**src/rtl/hazard_ctrl.sv**
```systemverilog
// Pipeline sequencing controller: load-use stalls, branch flushes, EX forwarding
// selects and a data-memory wait FSM with forced release after MEM_TIMEOUT cycles.

module hazard_fwd_sel (
    input  logic [4:0] rs,
    input  logic [4:0] rdM,
    input  logic [4:0] rdW,
    input  logic       reg_writeM,
    input  logic       reg_writeW,
    output logic [1:0] sel
);
    // M wins over W; x0 is hardwired zero and never forwarded
    always_comb begin
        sel = 2'b00;
        if (reg_writeM && rdM != 5'd0 && rdM == rs)
            sel = 2'b10;
        else if (reg_writeW && rdW != 5'd0 && rdW == rs)
            sel = 2'b01;
    end
endmodule

module hazard_ctrl #(
    parameter int MEM_TIMEOUT = 16,
    parameter int CNT_W       = 16
) (
    input  logic             clk,
    input  logic             reset,
    input  logic [4:0]       rs1D,
    input  logic [4:0]       rs2D,
    input  logic [4:0]       rs1E,
    input  logic [4:0]       rs2E,
    input  logic [4:0]       rdE,
    input  logic [4:0]       rdM,
    input  logic [4:0]       rdW,
    input  logic             mem_readE,
    input  logic             reg_writeM,
    input  logic             reg_writeW,
    input  logic             pc_srcE,
    input  logic             dmem_reqM,
    input  logic             dmem_ready,
    output logic             stallF,
    output logic             stallD,
    output logic             stallE,
    output logic             stallM,
    output logic             flushD,
    output logic             flushE,
    output logic             flushW,
    output logic [1:0]       fwdAE,
    output logic [1:0]       fwdBE,
    output logic             mem_timeout,
    output logic [CNT_W-1:0] stall_cnt
);
    localparam int NUM_OPS = 2;
    localparam int WC_W    = (MEM_TIMEOUT < 2) ? 1 : $clog2(MEM_TIMEOUT + 1);
    localparam logic [WC_W-1:0]  WC_MAX  = WC_W'(MEM_TIMEOUT);
    localparam logic [CNT_W-1:0] CNT_MAX = '1;

    localparam logic [0:0] RUN      = 1'b0;
    localparam logic [0:0] MEM_WAIT = 1'b1;

    logic [0:0]      state;
    logic [WC_W-1:0] wait_cnt;
    logic            mem_stall, lw_stall, tmo_hit;

    logic [NUM_OPS-1:0][4:0] rsE;
    logic [NUM_OPS-1:0][1:0] fwd;

    assign rsE = {rs2E, rs1E};

    always_comb begin
        mem_stall = 1'b0;
        tmo_hit   = 1'b0;
        case (state)
            RUN:      mem_stall = dmem_reqM & ~dmem_ready;
            MEM_WAIT: begin
                tmo_hit   = ~dmem_ready & (wait_cnt == WC_MAX);
                mem_stall = ~dmem_ready & (wait_cnt != WC_MAX);
            end
            default:  mem_stall = 1'b0;
        endcase
    end

    assign lw_stall = mem_readE & (rdE != 5'd0) & ((rdE == rs1D) | (rdE == rs2D));

    // Memory wait dominates: a frozen E keeps pc_srcE, so the flush lands on release
    assign stallF      = ~reset & (mem_stall | lw_stall);
    assign stallD      = stallF;
    assign stallE      = ~reset & mem_stall;
    assign stallM      = stallE;
    assign flushW      = stallE;
    assign flushD      = ~reset & pc_srcE & ~mem_stall;
    assign flushE      = ~reset & (pc_srcE | lw_stall) & ~mem_stall;
    assign mem_timeout = ~reset & tmo_hit;

    for (genvar i = 0; i < NUM_OPS; i++) begin : g_fwd
        hazard_fwd_sel u_sel (
            .rs         (rsE[i]),
            .rdM        (rdM),
            .rdW        (rdW),
            .reg_writeM (reg_writeM),
            .reg_writeW (reg_writeW),
            .sel        (fwd[i])
        );
    end

    assign fwdAE = reset ? 2'b00 : fwd[0];
    assign fwdBE = reset ? 2'b00 : fwd[1];

    always_ff @(posedge clk) begin
        if (reset) begin
            state    <= RUN;
            wait_cnt <= '0;
        end else begin
            case (state)
                RUN: if (dmem_reqM && !dmem_ready) begin
                    state    <= MEM_WAIT;
                    wait_cnt <= WC_W'(1);
                end
                MEM_WAIT: if (dmem_ready || wait_cnt == WC_MAX) begin
                    state    <= RUN;
                    wait_cnt <= '0;
                end else begin
                    wait_cnt <= wait_cnt + 1'b1;
                end
                default: begin
                    state    <= RUN;
                    wait_cnt <= '0;
                end
            endcase
        end
    end

    always_ff @(posedge clk) begin
        if (reset)
            stall_cnt <= '0;
        else if (stallF && stall_cnt != CNT_MAX)
            stall_cnt <= stall_cnt + 1'b1;
    end
endmodule

```
**config.mk**
```make
export PLATFORM = sky130hd
export DESIGN_NAME = hazard_ctrl
export DESIGN_NICKNAME = d
export VERILOG_FILES = /design/src/rtl/hazard_ctrl.sv
export SDC_FILE = /design/constraint.sdc
export NUM_CORES = 1
export LEC_CHECK = 0
export CAP_MARGIN = 20
export CORE_MARGIN = 3
export CORE_UTILIZATION = 40
export DETAILED_ROUTE_END_ITERATION = 12
export PLACE_DENSITY = 0.75
export SYNTH_ARGS = -nofsm -noshare
export SYNTH_HDL_FRONTEND = slang
export SYNTH_HIERARCHICAL = 1
export SYNTH_SLANG_ARGS = --single-unit
```
**constraint.sdc**
```tcl
create_clock -name clk -period 3.4 [get_ports clk]
set_clock_uncertainty 0.15 [all_clocks]
set_input_delay 1.02 -clock clk [delete_from_list [all_inputs] [get_ports clk]]
set_output_delay 1.02 -clock clk [all_outputs]
set_load 0.05 [all_outputs]
```
==> qor.csv <==
metric;value;unit
grt.total_usage;20.57;%
layout_commonest_cell;buf_4;
dp_hpwl;4.172;mm
numCtsBuffers;3;
clockBufferDepth;2;
cts_num_sinks;22;
start_util;43.06;%
setup_ws;-0.01563;ns
ys_types;51;
cp_data_required_time;2.23;ns
layout.nets;351;
vias;1922;
cts-hold-fix-buffers;0;
synth_area;1784;sq um
max-slew-margin-rel;46.92;%
dpl.cell_count;344;
drv_cap;0;
synth_cells;212;
async_reset_ff_share;0;%
finalHoldViolations;0;
drive_gt1_share;35.53;%
crit_fanout;3;
rsz0062_at_grt;true;
crit_arrival;2.25;ns
setup_violations;2;
power.density;252.3;nW/um^2
core;4144;sq um
vias_per_cell;5.429;
yosysSeqAreaShare;24.68;%
worst_hold_path_type;register to register;
fin_crit_sh;100.5;%
antenna_found_initial;0;
cts.clk_slew.worst_paths;0.09;ns
final_cells;354;
io_buffers;70;
fmax;0.2928;GHz
drc_errors;0;
status;finished with violations;
first_global_vias;1929;
drv_slew;0;
ir_drop;0.0002464;V
drtAntennaViolNets;0;
gp_congestion;0.8430;
ys_ff_latch;22;
path_class;input port to primary output;
rows;23;
worst_pin_slew;0.7896;ns
post-route-util;72.43;%
clock_latency;0.27;ns
ys.flop_type;dfxtp_1;
die_w;72.79;um
areaGrowthSynthToFinish;68.23;%
tritoncts;built;
synth-edff-count;0;
diodes;0;
leakage;1.132;nW
violations;negative setup slack;
die_h;72.79;um
io_pins;71;
start_kind;input port;
final_cell_mix;24 x buf_4, 22 x dfxtp_1, 21 x clkdlybuf4s50_1;
drt-total-wl;5.527;mm
critical_path.endpoint_type;primary output;
drt-initial-drc-count;80;
hold_ws;0.3682;ns
grt_pass1_wl;8.825;mm
syn_avg_cell_area;8.416;sq um
ys_warn_count;6;
dieArea;5298;sq um
wire_per_inst;15.61;um
clockRootBuffer;clkbuf_8;
grt_max_degree;19;
dr.pass1.iters;4;
layout_min_cycle_time;3.416;ns
synth_fp_nets;258;
overflow;0;
fillers;317;
htree_levels;1;
stage by stage:
| step | worst slack, ns | setup TNS, ns | area, sq um | total power, mW |
|---|---|---|---|---|
| final | -0.01563 | -0.02852 | 3002 | 0.7572 |
| after global routing | -0.07036 | -0.3341 | 3002 | 0.7905 |
| after CTS | -0.06721 | -0.1490 | 2904 | 0.7382 |
| after detailed placement | -0.4464 | -2.921 | 2790 | 0.4963 |
| after global placement | -0.3765 | -2.466 | 2790 | 0.4926 |
| after floorplan | -0.1768 | -0.5252 | 1822 | 0.3788 |
cell type report:
cell class	count	area (sq um)	share of cell area, %
Clock buffer	3	41.29	1.376
Multi-Input combinational cell	176	1455	48.48
Timing Repair Buffer	96	949.7	31.64
Tap cell	50	62.56	2.084
Clock inverter	1	30.03	1.000
Inverter	6	22.52	0.7503
Sequential cell	22	440.4	14.67
registers in the layout, summed over array words and instances, names as in the netlist:
| register | count |
|---|---|
| state | 1 |
| wait_cnt | 5 |
| stall_cnt | 16 |
worst paths after layout:
path	from	slack [ns]	to	depth (start not counted)
worst min register to register	stall_cnt[15]	0.37	stall_cnt[15]	2
worst max register to register	wait_cnt[0]	0.86	stall_cnt[10]	10
worst min-delay path	stall_cnt[15]	0.37	stall_cnt[15]	2
worst max-delay path	rdE[3]	-0.02	stallF	7
power breakdown:
| group | leakage (nW) | internal (mW) | switching [mW] |
|---|---|---|---|
| logic | 0.919 | 0.120 | 0.122 |
| clock network | 0.0357 | 0.157 | 0.0917 |
| registers | 0.178 | 0.261 | 0.00558 |
repair_timing:
action / in CTS / in global routing
gates resized for setup: 98 / 45
setup endpoints to repair: 11 / 8
pin swaps: 31 / 27
setup buffers: 3 / 3
per-layer routing:
| metal | vias to the layer above | track usage, % | routed length, um |
|---|---|---|---|
| met5 | - | 0 | 0 |
| met4 | 0 | 3.074 | 72 |
| met3 | 8 | 2.755 | 131 |
| met2 | 37 | 36.97 | 2909 |
| met1 | 919 | 26.55 | 2414 |
| li1 | 958 | - | - |
cells in the mapped netlist (all sizes together) (2+ instances only):
cell type / number / area (sq um)
xnor2: 20 / 175.2
nor3: 12 / 75.07
mux2: 5 / 56.30
nor4: 6 / 43.79
xor2: 7 / 61.31
clkbuf: 4 / 15.01
nor2: 20 / 75.07
nand2b: 5 / 31.28
a21oi: 15 / 93.85
or4: 6 / 45.04
nor2b: 9 / 56.30
a311oi: 2 / 17.52
nand2: 14 / 60.06
ha: 3 / 37.54
o41ai: 3 / 60.06
nand4: 4 / 52.55
nand3: 14 / 70.07
or3: 2 / 12.51
dfxtp: 22 / 440.4
a211oi: 2 / 25.02
o21ai: 5 / 28.77
a21o: 2 / 15.01
o31ai: 5 / 37.54
a41oi: 2 / 17.52
inv: 6 / 22.52
buf: 4 / 33.78
worst max-delay path, cell delays in order:
cell     delay, ns
buf_6         0.09
or4_4         0.54
o21ai_4       0.16
inv_2         0.08
a21oi_4       0.16
nor2_4        0.06
buf_6         0.15
cell families (layout without fill, tap and decap cells):
group           after synthesis  after routing  synth area share [%]
mux                           6              6                 3.716
fa+ha+maj                     3              3                 2.104
buf+inv                      14            106                 3.997
compound gates               43             43                 20.41
xor+xnor                     27             27                 13.25
simple gates                 97             97                 31.84
flops                        22             22                 24.68
No activity file was read; power rests on OpenSTA's default activity.
